==> src/rtl/uart_tx_arb.sv <==
// uart_tx_arb
// Shared console serial transmitter. Two byte requesters (port 0: CPU console,
// port 1: debug monitor) compete for a single tx line. A round-robin arbiter
// picks the winner in IDLE, latches its byte and pulses its ack, then the
// frame is serialised LSB first using ticks recovered from the baud square
// wave.
//
// Parameters:
//   DATA_BITS  data bits per frame (5..8)
//   STOP_BITS  stop bits per frame (1 or 2)
//
// Ports:
//   clk          system clock
//   reset        synchronous, active-high reset
//   tx_baud_clk  baud square wave, one full period per bit time
//   req0/data0   port 0 request and byte, held until ack0
//   ack0         one-cycle pulse when data0 is latched
//   req1/data1   port 1 request and byte, held until ack1
//   ack1         one-cycle pulse when data1 is latched
//   busy         high from grant until the end of the last stop bit
//   gnt_id       port that owns the current or most recent frame
//   tx           serial output, idle high, driven straight from a flop
//
// Build option:
//   UART_TX_PARITY_EN  when defined, an even parity bit is sent between the
//                      last data bit and the first stop bit.

module uart_tx_arb #(
  parameter int DATA_BITS = 8,
  parameter int STOP_BITS = 1
) (
  input  logic                 clk,
  input  logic                 reset,
  input  logic                 tx_baud_clk,
  input  logic                 req0,
  input  logic [DATA_BITS-1:0] data0,
  output logic                 ack0,
  input  logic                 req1,
  input  logic [DATA_BITS-1:0] data1,
  output logic                 ack1,
  output logic                 busy,
  output logic                 gnt_id,
  output logic                 tx
);

  localparam int CNT_W = $clog2(DATA_BITS + 1);
  localparam logic [CNT_W-1:0] LAST_BIT = CNT_W'(DATA_BITS - 1);
  localparam logic STOP_LAST = 1'(STOP_BITS - 1);

  typedef enum logic [2:0] {
    IDLE,
    SYNC,
    START,
    DATA,
`ifdef UART_TX_PARITY_EN
    PARITY,
`endif
    STOP
  } state_t;

  state_t               state, state_n;
  logic                 baud_q1, baud_q2;
  logic                 tick;
  logic                 rr_ptr, rr_ptr_n;
  logic [DATA_BITS-1:0] shift_reg, shift_reg_n;
  logic [CNT_W-1:0]     bit_cnt, bit_cnt_n;
  logic                 stop_cnt, stop_cnt_n;
  logic                 tx_n, ack0_n, ack1_n, busy_n, gnt_id_n;
  logic                 pick;
  logic [DATA_BITS-1:0] pick_data;
`ifdef UART_TX_PARITY_EN
  logic                 parity_bit, parity_bit_n;
`endif

  // Two-flop capture of the baud square wave; a tick is its rising edge,
  // so exactly one tick arrives per bit time.
  always_ff @(posedge clk) begin
    if (reset) begin
      baud_q1 <= 1'b0;
      baud_q2 <= 1'b0;
    end else begin
      baud_q1 <= tx_baud_clk;
      baud_q2 <= baud_q1;
    end
  end

  assign tick = baud_q1 & ~baud_q2;

  // With both ports requesting, the pointer names the port that did not win
  // last time; a lone requester wins regardless of the pointer.
  assign pick      = (req0 & req1) ? rr_ptr : req1;
  assign pick_data = pick ? data1 : data0;

  // State and datapath registers. tx and the acks come straight from flops
  // so the pin never sees combinational glitches.
  always_ff @(posedge clk) begin
    if (reset) begin
      state      <= IDLE;
      tx         <= 1'b1;
      ack0       <= 1'b0;
      ack1       <= 1'b0;
      busy       <= 1'b0;
      gnt_id     <= 1'b0;
      rr_ptr     <= 1'b0;
      shift_reg  <= '0;
      bit_cnt    <= '0;
      stop_cnt   <= 1'b0;
`ifdef UART_TX_PARITY_EN
      parity_bit <= 1'b0;
`endif
    end else begin
      state      <= state_n;
      tx         <= tx_n;
      ack0       <= ack0_n;
      ack1       <= ack1_n;
      busy       <= busy_n;
      gnt_id     <= gnt_id_n;
      rr_ptr     <= rr_ptr_n;
      shift_reg  <= shift_reg_n;
      bit_cnt    <= bit_cnt_n;
      stop_cnt   <= stop_cnt_n;
`ifdef UART_TX_PARITY_EN
      parity_bit <= parity_bit_n;
`endif
    end
  end

  // Next-state logic. Everything except the grant in IDLE advances only on
  // a tick; SYNC is entered on the grant edge, so the tick it waits for is
  // always one that arrives strictly after the grant.
  always_comb begin
    state_n      = state;
    tx_n         = tx;
    ack0_n       = 1'b0;
    ack1_n       = 1'b0;
    busy_n       = busy;
    gnt_id_n     = gnt_id;
    rr_ptr_n     = rr_ptr;
    shift_reg_n  = shift_reg;
    bit_cnt_n    = bit_cnt;
    stop_cnt_n   = stop_cnt;
`ifdef UART_TX_PARITY_EN
    parity_bit_n = parity_bit;
`endif

    unique case (state)
      IDLE: begin
        if (req0 | req1) begin
          shift_reg_n  = pick_data;
          ack0_n       = ~pick;
          ack1_n       = pick;
          gnt_id_n     = pick;
          rr_ptr_n     = ~pick;
          busy_n       = 1'b1;
          bit_cnt_n    = '0;
          stop_cnt_n   = 1'b0;
`ifdef UART_TX_PARITY_EN
          parity_bit_n = ^pick_data;
`endif
          state_n      = SYNC;
        end
      end

      SYNC: begin
        if (tick) begin
          tx_n    = 1'b0;
          state_n = START;
        end
      end

      START: begin
        if (tick) begin
          tx_n      = shift_reg[0];
          bit_cnt_n = '0;
          state_n   = DATA;
        end
      end

      DATA: begin
        if (tick) begin
          shift_reg_n = shift_reg >> 1;
          bit_cnt_n   = bit_cnt + 1'b1;
          if (bit_cnt == LAST_BIT) begin
`ifdef UART_TX_PARITY_EN
            tx_n    = parity_bit;
            state_n = PARITY;
`else
            tx_n       = 1'b1;
            stop_cnt_n = 1'b0;
            state_n    = STOP;
`endif
          end else begin
            tx_n = shift_reg[1];
          end
        end
      end

`ifdef UART_TX_PARITY_EN
      PARITY: begin
        if (tick) begin
          tx_n       = 1'b1;
          stop_cnt_n = 1'b0;
          state_n    = STOP;
        end
      end
`endif

      STOP: begin
        if (tick) begin
          if (stop_cnt == STOP_LAST) begin
            busy_n  = 1'b0;
            state_n = IDLE;
          end else begin
            stop_cnt_n = stop_cnt + 1'b1;
          end
        end
      end

      default: begin
        state_n = IDLE;
      end
    endcase
  end

endmodule
==> config.mk <==
export PLATFORM = sky130hd
export DESIGN_NAME = uart_tx_arb
export DESIGN_NICKNAME = d
export VERILOG_FILES = /design/src/rtl/uart_tx_arb.sv
export SDC_FILE = /design/constraint.sdc
export NUM_CORES = 1
export LEC_CHECK = 0
export CORE_UTILIZATION = 48
export DETAILED_ROUTE_END_ITERATION = 7
export PLACE_DENSITY_LB_ADDON = 0.15
export SYNTH_ARGS = -nofsm -noshare
export SYNTH_HDL_FRONTEND = slang
export SYNTH_SLANG_ARGS = --single-unit
==> constraint.sdc <==
create_clock -name clk -period 1.8 [get_ports clk]
set_input_delay 0.27 -clock clk [delete_from_list [all_inputs] [get_ports clk]]
set_output_delay 0.27 -clock clk [all_outputs]
set_load 0.01 [all_outputs]
**After elaboration in Yosys (flattened, before gate mapping)**

Index checks and enable logic that the tools add are counted.

- $add $sub $neg: 2
- $mul: 0
- Divide/modulo/power cells: 0
- Order comparisons: 0
- Equal/unequal tests: 12
- Shifts and indexed selects: 0
- Muxes and demuxes: 32
- Bitwise gates (word level): 7
- Reductions and logical operators: 14

Operator list:

| kind | number |
|---|---|
| $mux W8 | 3 |
| $mux W3 | 7 |
| $pmux W8 S2 | 1 |
| $pmux W3 S5 | 1 |
| $ne A2 B2 Y1 const B | 7 |
| $mux W1 | 13 |
| $mux W4 | 3 |
| $pmux W4 S3 | 1 |
| $reduce_and A4 Y1 | 3 |
| $reduce_bool A3 Y1 | 3 |
| $reduce_and A7 Y1 | 1 |
| $eq A3 B2 Y1 const B | 2 |
| $pmux W1 S3 | 2 |
| $reduce_and A5 Y1 | 1 |
| $add A4 B1 Y4 const B | 1 |
| $eq A4 B3 Y1 const B | 1 |
| $not A1 Y1 | 4 |
| $reduce_bool A2 Y1 | 2 |
| $eq A3 B1 Y1 const B | 1 |
| $eq A3 B3 Y1 const B | 1 |
| $logic_not A3 Y1 | 1 |
| $reduce_and A3 Y1 | 1 |
| $reduce_or A3 Y1 | 1 |
| $and A1 B1 Y1 | 2 |
| other kinds (4) | 4 |

- Register bits: 24
- Bits in latches: 0
- RAM bits: 0
- Memory bits (read-only): 0
- Memories: 0

**Logic depth before layout (Yosys ltp)**

Gate-level depths: netlist of the first run.

- Depth in word-level cells: 5
- Gate-level depth with buffers: 6

**Worst setup path after synthesis of the first run**

No wires, ideal clock.

- Path kind: register -> register
- From: register state[1]
- To: register shift_reg[0]
- Setup time: 0.087 ns
- Arrival: 1.243 ns
- Slack: 0.470 ns
- Cell stages (with the launch flop): 7
- Buffers on the path: 2
- Cells stage by stage: dfxtp_1 > buf_4 > and3b_1 > buf_4 > a221oi_4 > nand2_1 > o31ai_1

- Word-level cells in the longest chain between the ends: 3
- Elaborated cells between the ends (all ways): 7
- Classes of those cells: eq/ne: 3; mux: 1; reduce/logical: 3

Ends and longest elaborated chain:

| element | line | text |
|---|---|---|
| from (decl) | 61 | `state_t state, state_n;` |
| from (signal assigned) | 112 | `state <= state_n;` |
| $eq A3 B2 Y1 or $logic_not A3 Y1 (tied branches) | 146 | `unique case (state)` |
| $ne A2 B2 Y1 (no source line) or $reduce_bool A2 Y1 (tied branches) | -- |  |
| $reduce_and A3 Y1 (no source line) | -- |  |
| to (signal assigned) | 119 | `shift_reg <= shift_reg_n;` |
| to (decl) | 65 | `logic [DATA_BITS-1:0] shift_reg, shift_reg_n;` |

Parallel ways exist; a longest one is shown, timed or not.
A chain may end at the register's enable or synchronous reset.

**Final worst setup path of the first run**

- From: register tx
- To: output port tx

RTL lines:

| element | line | text |
|---|---|---|
| from (decl) | 43 | `output logic tx` |
| from (signal assigned) | 113 | `tx <= tx_n;` |

No word-level cell between the ends.

==> results of run 1 <==
kinds of logic after synthesis:
kind of cell               Yosys count  share of synthesized area, %
and+or+nand+nor                     59                          26.4
AOI/OAI and AO/OA                   44                          27.8
DFF                                 23                          40.7
buffers and inverters                8                          3.98
adders and majority gates            1                          1.11
worst paths after layout:
path,to,cells past startpoint
setup reg to reg,shift_reg[4],5
hold / removal,gnt_id,2
setup / recovery,tx,1
hold reg to reg,gnt_id,2
power groups by stage:
stage | Sequential [uW] | Clock (uW) | Combinational [uW]
floorplan | 577 | 0 | 135
detailed placement | 575 | 0 | 245
global placement | 573 | 0 | 241
global route | 568 | 277 | 267
CTS | 564 | 254 | 247
finish | 564 | 252 | 246
through the flow:
stage                     total power (uW)  setup WS [ps]  std cells  instance area, um2  hold slack, ps
after floorplan                        711            470        135                1130             398
after CTS                             1060            306        195                1480             473
after global routing                  1110            251        195                1480             487
after detailed placement               820           95.2        191                1450             445
final                                 1060            322        195                1480             472
after global placement                 814            153        191                1450             438
cell type report:
type	count	area (um2)
clock buffer	3	22.5
clock inverter	1	5.00
fill	191	731
multi-input combinational	104	626
sequential	23	460
tap	28	35.0
timing repair buffer	36	333
Yosys cell counts, drive strengths merged:
cell	n
a21o	1
o31a	2
buf	3
o31ai	7
a31oi	8
a21oi	9
and4	1
and2b	1
o21ai	4
nand4	1
and2	1
nor2b	2
and3	1
and3b	2
dfxtp	23
nor4	1
nand2	12
nor2	18
nand2b	2
a211oi	2
o21ba	1
ha	1
nand3	6
a21boi	8
nor3b	1
clkbuf	5
a221oi	1
or3	2
nor3	6
nand3b	2
a311o	1
layer usage:
layer	global-route usage, %	wire, um	up-vias
met3	3.03	121	5
met5	0	0	-
met1	29.6	1260	532
met4	10.6	44	0
met2	36.4	1260	27
li1	-	-	560
==> impl_metrics.json, run 1 <==
{
  "outcome": "complete, no violations",
  "cts-root-buf": "clkbuf_4",
  "vdd_drop_max_uv": 482,
  "final_cell_mix": "clkdlybuf4s50_1 (25), dfxtp_1 (23), nor2_1 (17)",
  "max_cap_viol_count": 0,
  "route.detailed.drc": 0,
  "p_comb_share_pct": 23.2,
  "reg2reg_slack_ps": 330,
  "synth_area_leaders": "dfxtp_1 (41%), nor2_1 (5.6%), a21boi_1 (4.6%), o31ai_1 (4.6%), a31oi_1 (4.4%)",
  "antenna_cells": 0,
  "synth_top_area_share_pct": 40.7,
  "nets": 190,
  "port-buffer-count": 25,
  "final_common_cell": "clkdlybuf4s50_1",
  "min_from": "gnt_id",
  "cts_buffer_depth": 2,
  "cts_buffers": 3,
  "initial_utilization_pct": 51.1,
  "critPathBufInv": 1,
  "crit_type": "reg -> out",
  "wl_per_cell_um": 13.8,
  "final_util_pct": 67.0,
  "drive_gt1_share_pct": 10.8,
  "clk_pin_slew_ps": 130,
  "cts_setup_buffers": 0,
  "grtUsageTotal_pct": 22.6,
  "slew_headroom_pct": 74.5,
  "reg2reg_from": "state[2]",
  "routabilityCongestion": 0.845,
  "dieHeight_um": 50.5,
  "period_needed_ps": 1480,
  "first_iter_violations": 22,
  "end_kind": "primary output",
  "syn-num-nets": 157,
  "syn_inst": 135,
  "synth.distinct_cells": 35,
  "grt_pass1_wl_um": 4340,
  "start_kind": "register",
  "ctsHoldBuffers": 0,
  "via_count": 1124,
  "num_rows": 17,
  "cellLeakagePower_uw": 0.000564,
  "worst_slew_pin_slew_ps": 383,
  "tns_ps": 0,
  "crit_arrival_ps": 1210,
  "path_max_fanout": 2,
  "p_clk_share_pct": 23.7,
  "worstPathRequired_ps": 1530,
  "ctsHtreeMaxLevel": 1,
  "die-area_um2": 2550,
  "pin_count": 26,
  "largest_reg_flops": 8,
  "startpoint": "tx",
  "grt-ovfl-total": 0,
  "p_sw_share_pct": 28.5,
  "hold_viol_final": 0,
  "core_area_um2": 2210,
  "critPathTopFamily": "buffers and inverters",
  "timing.final.crit_share_pct": 82.1,
  "drt_wl_total_um": 2690,
  "internal_power_uw": 759,
  "grt_pass1_vias": 1013,
  "crit_chain": "clkdlybuf4s50_1",
  "critPathSlowestCell": "clkdlybuf4s50_1",
  "ant_nets": 0,
  "setup_viol": 0,
  "dieWidth_um": 50.5,
  "cp_slowest_stage_delay_ps": 530,
  "via_per_inst": 5.76,
  "hold_path_class": "reg -> reg",
  "rsz0062_at_grt": "no",
  "place_hpwl_um": 1970,
  "synth-warning-count": 0,
  "cts.sinks": 23,
  "yosysSeqAreaShare_pct": 40.7,
  "cts_tree": "done",
  "seqPwrFrac_pct": 53.1,
  "yosys.area.top_type": "dfxtp_1",
  "finalClockSkew_ps": 2.81,
  "p_sw_uw": 303,
  "power_density_nw_per_um2": 717,
  "syn_area_per_cell_um2": 8.38,
  "max_freq_mhz": 676,
  "grt_max_degree": 16,
  "insertion_delay_ps": 320,
  "synth_area_um2": 1130,
  "ys_seq_elements": 23,
  "antenna_found_initial": 0,
  "dr.pass1.iters": 4,
  "ctsResizeCount": 0,
  "synthToLayoutAreaGrowth_pct": 31.0,
  "final_max_slew_viol_count": 0
}
Note: power is estimated with default switching activity, not from simulation.
==> inputs of run 2 (changes only) <==
- CORE_UTILIZATION: 48 -> 44
- clock period: 1.8 -> 1.3 ns (I/O delays scaled with it)
==> impl_metrics.json, run 2 (synthesis gave the netlist of run 1 again) <==
{
  "outcome": "finished with violations",
  "failed_checks": "negative setup slack",
  "crit_arrival_ps": 1570,
  "pin_count": 26,
  "period_needed_ps": 1350,
  "path_max_fanout": 3,
  "grt_max_degree": 17,
  "drt_wl_total_um": 3280,
  "grt_pass1_wl_um": 4780,
  "dieHeight_um": 52.7,
  "timing.final.crit_share_pct": 103,
  "antenna_found_initial": 0,
  "drive_gt1_share_pct": 35.5,
  "core_area_um2": 2450,
  "synthToLayoutAreaGrowth_pct": 53.1,
  "dieWidth_um": 52.7,
  "wl_per_cell_um": 15.2,
  "max_cap_viol_count": 0,
  "route.detailed.drc": 0,
  "first_iter_violations": 41,
  "hold_viol_final": 0,
  "antenna_cells": 0,
  "hold_path_class": "in -> reg",
  "fill_cells": 196,
  "cts_buffers": 3,
  "start_kind": "register",
  "final_cell_mix": "buf_4 (24), clkdlybuf4s50_1 (19), dfxtp_1 (17)",
  "die-area_um2": 2780,
  "via_per_inst": 5.64,
  "routabilityCongestion": 0.880,
  "largest_reg_flops": 8,
  "slew_headroom_pct": 83.6,
  "grt_pass1_vias": 1095,
  "power_density_nw_per_um2": 910,
  "cts_buffer_depth": 2,
  "end_kind": "register",
  "port-buffer-count": 25,
  "power.total_uw": 1580,
  "reg2reg_slack_ps": -50,
  "grtUsageTotal_pct": 23.0,
  "num_rows": 18,
  "via_count": 1219,
  "final_max_slew_viol_count": 0,
  "cts.sinks": 23,
  "cts-root-buf": "clkbuf_4",
  "worst_slew_pin_slew_ps": 246,
  "ctsHtreeMaxLevel": 1,
  "vdd_drop_max_uv": 721,
  "worstPathRequired_ps": 1520,
  "place_hpwl_um": 2110,
  "setup_viol": 6,
  "clk_pin_slew_ps": 120,
  "rsz0062_at_grt": "yes",
  "final_util_pct": 70.5,
  "nets": 209,
  "insertion_delay_ps": 320,
  "final_common_cell": "buf_4",
  "dr.pass1.iters": 4,
  "fin_ws_ps": -45.3,
  "grt-ovfl-total": 0,
  "ant_nets": 0,
  "max_freq_mhz": 743,
  "initial_utilization_pct": 46.1,
  "cts_tree": "done",
  "crit_type": "reg -> reg",
  "finalClockSkew_ps": 20.6,
  "cellLeakagePower_uw": 0.000695
}
[run 2: cell types whose count changed in the layout (fill, tap and decap cells not counted), sizes merged]
cell / change
clkdlybuf4s50: -6
buf: +19
dlygate4sd2: +6
[run 2: final cells by class]
cell class              count  area [um2]  area share (%)
clock buffers               3        22.5            1.30
well taps                  30        37.5            2.17
clock inverters             1        5.00           0.289
flip-flops and latches     23         468            27.0
multi-input cells         104         708            40.9
repair buffers             55         490            28.3
[run 2: metrics by stage]
| step | setup slack [ps] | TNS [ps] | instances | cell area (um2) | hold WS (ps) |
|---|---|---|---|---|---|
| after floorplan | 9.69 | 0 | 135 | 1130 | 323 |
| after global placement | -330 | -4000 | 205 | 1550 | 439 |
| after detailed placement | -389 | -4510 | 205 | 1550 | 443 |
| after CTS | -46.5 | -134 | 213 | 1650 | 431 |
| after global routing | -134 | -997 | 216 | 1730 | 394 |
| final | -45.3 | -176 | 216 | 1730 | 425 |
[run 2: per-layer routing]
layer / track usage (%) / vias up / part of all wire (%)
met5: 0 / - / 0
met4: 3.95 / 0 / 1.1
li1: - / 599 / -
met1: 29.4 / 576 / 43
met2: 40.5 / 40 / 51
met3: 3.48 / 4 / 4.7
[run 2: worst paths after layout]
path                startpoint            to  depth (start not counted)
setup / recovery      state[1]  shift_reg[0]                          6
hold / removal     tx_baud_clk       baud_q1                          2
setup reg to reg      state[1]  shift_reg[0]                          6
hold reg to reg   shift_reg[7]  shift_reg[7]                          2
[run 2: critical path, stage by stage, from the launching register on]
cell      delay [ps]
dfxtp_2          350
and3b_2          240
buf_6            130
a221oi_4         250
buf_4            180
nand2_2           40
o31ai_1           60
[run 2: what timing repair did]
item | CTS | global route
hold buffers | 0 | 0
pin swaps | 8 | 11
endpoints found under the setup margin | 15 | 15
endpoints found under the hold margin | 0 | 0
resized for setup | 26 | 18
buffers inserted | 4 | 3
[run 2: report_power, final]
group          total [uW]  switching (uW)  internal (uW)
clock                 346             231            115
combinational         441             198            243
sequential            788            32.1            756
==> inputs of run 3 (changes only) <==
- ABC_AREA: not set -> 1
- CAP_MARGIN: not set -> 0
==> impl_metrics.json, run 3 <==
{
  "outcome": "complete, no violations",
  "slew_headroom_pct": 83.0,
  "final_cell_mix": "nand2_1 (51), nor2_1 (33), clkdlybuf4s50_1 (20)",
  "syn-num-nets": 209,
  "cts-root-buf": "clkbuf_4",
  "power_density_nw_per_um2": 1940,
  "grt-ovfl-total": 0,
  "yosysSeqAreaShare_pct": 38.3,
  "insertion_delay_ps": 310,
  "whs_ps": 386,
  "synth_fa_ha_area_share_pct": 1.04,
  "num_rows": 18,
  "final_max_slew_viol_count": 0,
  "synth-simple-area-share_pct": 40.7,
  "reg2reg_slack_ps": 50,
  "finalClockSkew_ps": 4.84,
  "synth_xor_area_share_pct": 0,
  "initial_utilization_pct": 47.7,
  "antenna_cells": 0,
  "hold_viol_final": 0,
  "end_kind": "register",
  "max_cap_viol_count": 0,
  "start_kind": "register",
  "crit_type": "reg -> reg",
  "netlist_top_cells_count": "nand2_1 (55), nor2_1 (33), dfxtp_1 (23)",
  "grt_pass1_vias": 1002,
  "synth.distinct_cells": 22,
  "period_needed_ps": 1250,
  "fill_cells": 240,
  "fin_ws_ps": 48.1,
  "first_iter_violations": 30,
  "whs_endpoint": "baud_q1",
  "antenna_found_initial": 0,
  "max_freq_mhz": 799,
  "cts_buffers": 3,
  "yosysMostFrequentCell": "nand2_1",
  "cts.sinks": 23,
  "via_per_inst": 4.97,
  "dieWidth_um": 54.3,
  "synthToLayoutAreaGrowth_pct": 35.9,
  "synth_area_leaders": "dfxtp_1 (38%), nand2_1 (17%), nor2_1 (10%), inv_1 (5.6%), a21oi_1 (5.4%)",
  "ctsHoldBuffers": 0,
  "multiInputGateArea_um2": 689,
  "synth-compound-area-share_pct": 11.4,
  "dr.pass1.iters": 4,
  "synth_top_area_share_pct": 38.3,
  "syn_area_per_cell_um2": 6.44,
  "synth-async-reset-ratio_pct": 0,
  "syn_inst": 187,
  "ys_seq_elements": 23,
  "pin_count": 26,
  "synth-warning-count": 0,
  "muxShareOfSynthArea_pct": 0,
  "pre_cts_ws_ps": -164,
  "min_from": "tx_baud_clk",
  "seqCellArea_um2": 474,
  "place_hpwl_um": 2030,
  "cellLeakagePower_uw": 0.000752,
  "rsz0062_at_grt": "yes",
  "drt_wl_total_um": 2830,
  "ant_nets": 0,
  "worstReg2RegEnd": "state[0]",
  "worst_slew_pin_slew_ps": 255,
  "cts_tree": "done",
  "synth-main-ff-cell": "dfxtp_1",
  "largest_reg_flops": 8,
  "worstPathRequired_ps": 1520,
  "ff2ff_path_depth": 8,
  "timing.final.crit_share_pct": 96.3,
  "route.detailed.drc": 0,
  "core_area_um2": 2520,
  "hold_depth": 3,
  "grt_max_degree": 16,
  "reg2reg_from": "bit_cnt[0]",
  "vdd_drop_max_uv": 1150,
  "cts_buffer_depth": 2,
  "path_max_fanout": 6,
  "ctsHtreeMaxLevel": 1,
  "synth_edf_count": 0,
  "hold_path_class": "in -> reg",
  "die-area_um2": 2950,
  "port-buffer-count": 25,
  "dieHeight_um": 54.3,
  "yosys.area.top_type": "dfxtp_1",
  "clk_pin_slew_ps": 140,
  "via_count": 1252,
  "grt_pass1_wl_um": 4230,
  "synth_area_um2": 1200,
  "nets": 245,
  "synth_top_family_by_area": "simple AND/OR/NAND/NOR gates",
  "routabilityCongestion": 0.810,
  "final_common_cell": "nand2_1",
  "drive_gt1_share_pct": 17.1,
  "grtUsageTotal_pct": 19.6,
  "crit_arrival_ps": 1470,
  "wl_per_cell_um": 11.2,
  "setup_viol": 0
}
## run 3: changes by cell type after synthesis, moves of 4 or more
cell,delta
a21boi_1,-7
a21oi_1,+4
a31oi_1,-8
inv_1,+18
nand2_1,+43
nand3_1,+6
nor2_1,+16
nor3_1,-4
o21ai_1,+6
o31ai_1,-7
## run 3: worst max-delay path by stage
stage | end | start | slack (ps) | cells after the start
after CTS | state[0] | bit_cnt[0] | 5 | 9
final | state[0] | bit_cnt[0] | 50 | 8
after floorplan | shift_reg[1] | state[0] | 30 | 9
after global routing | shift_reg[5] | state[0] | -20 | 8
after detailed placement | state[0] | req0 | -160 | 7
after global placement | shift_reg[7] | req0 | -130 | 8
## run 3: where the power goes
group          switching, uW  internal (uW)
sequential               192            952
combinational            998            693
clock                    229            115
## run 3: cell type report
cell class	count	share of cell area [%]
Clock buffer	3	1.38
Clock inverter	1	0.306
Sequential cell	23	29.0
Timing Repair Buffer	35	20.5
Inverter	19	4.36
Multi-Input combinational cell	141	42.2
Tap cell	30	2.30
## run 3: timing repair
action	in CTS	in global routing
hold endpoints to repair	0	0
resized for setup	11	14
endpoints found under the setup margin	12	14
buffers inserted	0	2
cloned	0	1
## run 3: critical path, cell delays in order, from the launching register on
cell and delay (ps):
dfxtp_4 390, ha_2 170, nand2_1 50, inv_1 70
nand2_1 80, nand2_2 90, nand3_4 110, nor2_1 130
nor2_1 60
## run 3: kinds of logic (layout without fill, tap and decap cells)
| family | count (synthesis) | count (layout) |
|---|---|---|
| AOI/OAI and AO/OA | 27 | 27 |
| adders and majority gates | 1 | 1 |
| buffers and inverters | 24 | 58 |
| DFF | 23 | 23 |
| and+or+nand+nor | 112 | 113 |
## run 3: routing by layer
| layer | track usage (%) | up-vias | share of wire, % |
|---|---|---|---|
| met1 | 26.2 | 560 | 48 |
| met4 | 5.13 | 0 | 0.46 |
| met2 | 32.9 | 26 | 48 |
| met5 | 0 | - | 0 |
| li1 | - | 664 | - |
| met3 | 2.50 | 2 | 3.4 |
## run 3: stage by stage
step	std cells	instance area [um2]	total power [uW]	util (%)	setup TNS, ps
after floorplan	187	1200	2200	-	0
after global placement	245	1530	2610	60.8	-1590
after detailed placement	245	1530	2650	60.8	-2030
after CTS	249	1560	2980	61.9	0
after global routing	252	1640	3460	64.8	-130
final	252	1640	3180	64.8	0
==> patch: new RTL, config.mk and constraints of run 1 <==
Register the output `tx` once more, cleared by the reset; this adds one clock of latency there. The other outputs are not delayed to match.
--- a/src/rtl/uart_tx_arb.sv
+++ b/src/rtl/uart_tx_arb.sv
@@ -59,4 +59,6 @@
   } state_t;
 
+  logic tx_s0;
+
   state_t               state, state_n;
   logic                 baud_q1, baud_q2;
@@ -97,5 +99,5 @@
     if (reset) begin
       state      <= IDLE;
-      tx         <= 1'b1;
+      tx_s0      <= 1'b1;
       ack0       <= 1'b0;
       ack1       <= 1'b0;
@@ -111,5 +113,5 @@
     end else begin
       state      <= state_n;
-      tx         <= tx_n;
+      tx_s0      <= tx_n;
       ack0       <= ack0_n;
       ack1       <= ack1_n;
@@ -131,5 +133,5 @@
   always_comb begin
     state_n      = state;
-    tx_n         = tx;
+    tx_n         = tx_s0;
     ack0_n       = 1'b0;
     ack1_n       = 1'b0;
@@ -223,3 +225,11 @@
   end
 
+  always_ff @(posedge clk) begin
+    if (reset) begin
+      tx <= '0;
+    end else begin
+      tx <= tx_s0;
+    end
+  end
+
 endmodule
Check against the original RTL: not equivalent (Yosys sat finds a counterexample within 4 cycles, from zero or initial values and one cycle with reset high).
==> patch against run 1 <==
Utilization is 0.15 points lower. Setup slack worse by 0.040 ns. Die area is 2.8% higher. Total power is 1.1% higher. Sequential cell count is 1 higher. Synthesized area is 3.0% higher. Wire length is 0.37% higher. Via count is 2.8% lower. Final area is 1.7% higher. Largest cell class unchanged.
==> patch: results (changes against run 1) <==
- Result of the run: complete, no violations (unchanged).
- The launch point of the worst hold path is shift_reg[3] (was gnt_id).
- The slew of the pin with the lowest slew margin is 0.3651 ns (was 0.3830 ns).
- The multi-input combinational cell area is 635.6 um^2 (was 625.6 um^2).
- The ratio of cells with drive above 1 in the final layout was 0.1071 (was 0.1078).
- The cell with the largest stage delay on the worst path is dfxtp_1 (was clkdlybuf4s50_1).
- The global routing usage on met1 is 0.2834 (was 0.2961).
- The largest fanout on the critical path is 7 (was 2).
- The final worst hold slack is 0.4668 ns (was 0.4722 ns).
- The maximum number of pins on one net before global-route repair was 13 (was 16).
- The routed via count is 1093 (was 1124).
- The worst IR drop on VDD is 0.0003564 V (was 0.0004824 V).
- The clock skew after layout is 0.002351 ns (was 0.002814 ns).
- The first-pass GRT wire length came to 4367 um (was 4340 um).
- The number of global-route vias before repair is 1018 (was 1013).
- Synth top cells by count: dfxtp_1, nor2_1, nand2_1 (unchanged).
- The post-layout net count is 192 (was 190).
- The leakage power figure came to 0.5732 nW (was 0.5637 nW).
- The total wirelength of the detailed-routed design is 2696 um (was 2686 um).
- The total cell area at the placement stage came to 1484 um^2 (was 1454 um^2).
- The met1 layer wirelength in the final routing is 1230 um (was 1261 um).
- The met3 usage is 0.02976 (was 0.03030).
- The count of fill cells added during filler insertion is 201 (was 191).
- The end point of the worst hold path is shift_reg[3] (was gnt_id).
- The number of nets produced by synthesis is 159 (was 157).
- Biggest area contributors in the synthesized netlist: dfxtp_1, nor2_1, a21boi_1 (unchanged).
- The unique cell type count in the Yosys netlist is 36 (was 35).
- The met3 wire length came to 114 um (was 121 um).
- The arrival time of the worst setup path was 1.75 ns (was 1.21 ns).
- The sum of net half-perimeters after detailed placement is 1994 um (was 1969 um).
- The source of the worst register-to-register timing path is state[0] (was state[2]).
- The post-synthesis sequential area ratio was 0.4125 (was 0.4071).
-- patch: changes by cell type in the layout (fill, tap and decap cells not counted) --
cell	run 1	this run
nor2b_1	2	3
clkinv_2	1	0
nand3b_1	2	1
nand3b_2	0	1
dfxtp_1	23	24
-- patch: worst max path at each step --
stage / startpoint / end / slack (ns) / cells after the start
global route: state[0] / shift_reg[6] / 0.16 / 4
detailed placement: req1 / bit_cnt[3] / 0.10 / 6
CTS: state[0] / shift_reg[6] / 0.28 / 4
floorplan: state[0] / bit_cnt[1] / 0.50 / 4
finish: state[0] / shift_reg[4] / 0.28 / 4
global placement: req1 / bit_cnt[1] / 0.14 / 5
-- patch: worst max-delay path: cells and delay by family (launching register included) --
family	cells	cell delay, ns
DFF	1	0.49
and+or+nand+nor	2	0.41
AOI/OAI and AO/OA	2	0.54
-- patch: area by class of cell --
cell class                 instances  area share
sequential                        24      0.3189
clock buffer                       3     0.01495
timing repair buffer              36      0.2209
tap                               28     0.02326
multi-input combinational        105      0.4219
-- patch: power breakdown --
part,internal (W),total (W),switching (W),leakage [nW]
sequential,0.000569,0.000592,0.0000234,0.197
combinational,0.000130,0.000244,0.000114,0.362
clock,0.0000783,0.000237,0.000159,0.0138
-- patch: cells by family after synthesis --
family / count (synthesis) / share of synthesized area
AO/OA/AOI/OAI: 44 / 0.2696
adder cells (fa/ha/maj): 1 / 0.01074
buffers and inverters: 8 / 0.04189
flip-flops: 24 / 0.4125
AND/OR/NAND/NOR: 60 / 0.2653
-- patch: stage by stage --
step | total power, W | std cells
after floorplan | 0.0007390 | 137
after global placement | 0.0008382 | 193
after detailed placement | 0.0008467 | 193
after CTS | 0.001076 | 196
after global routing | 0.001122 | 196
final | 0.001073 | 196
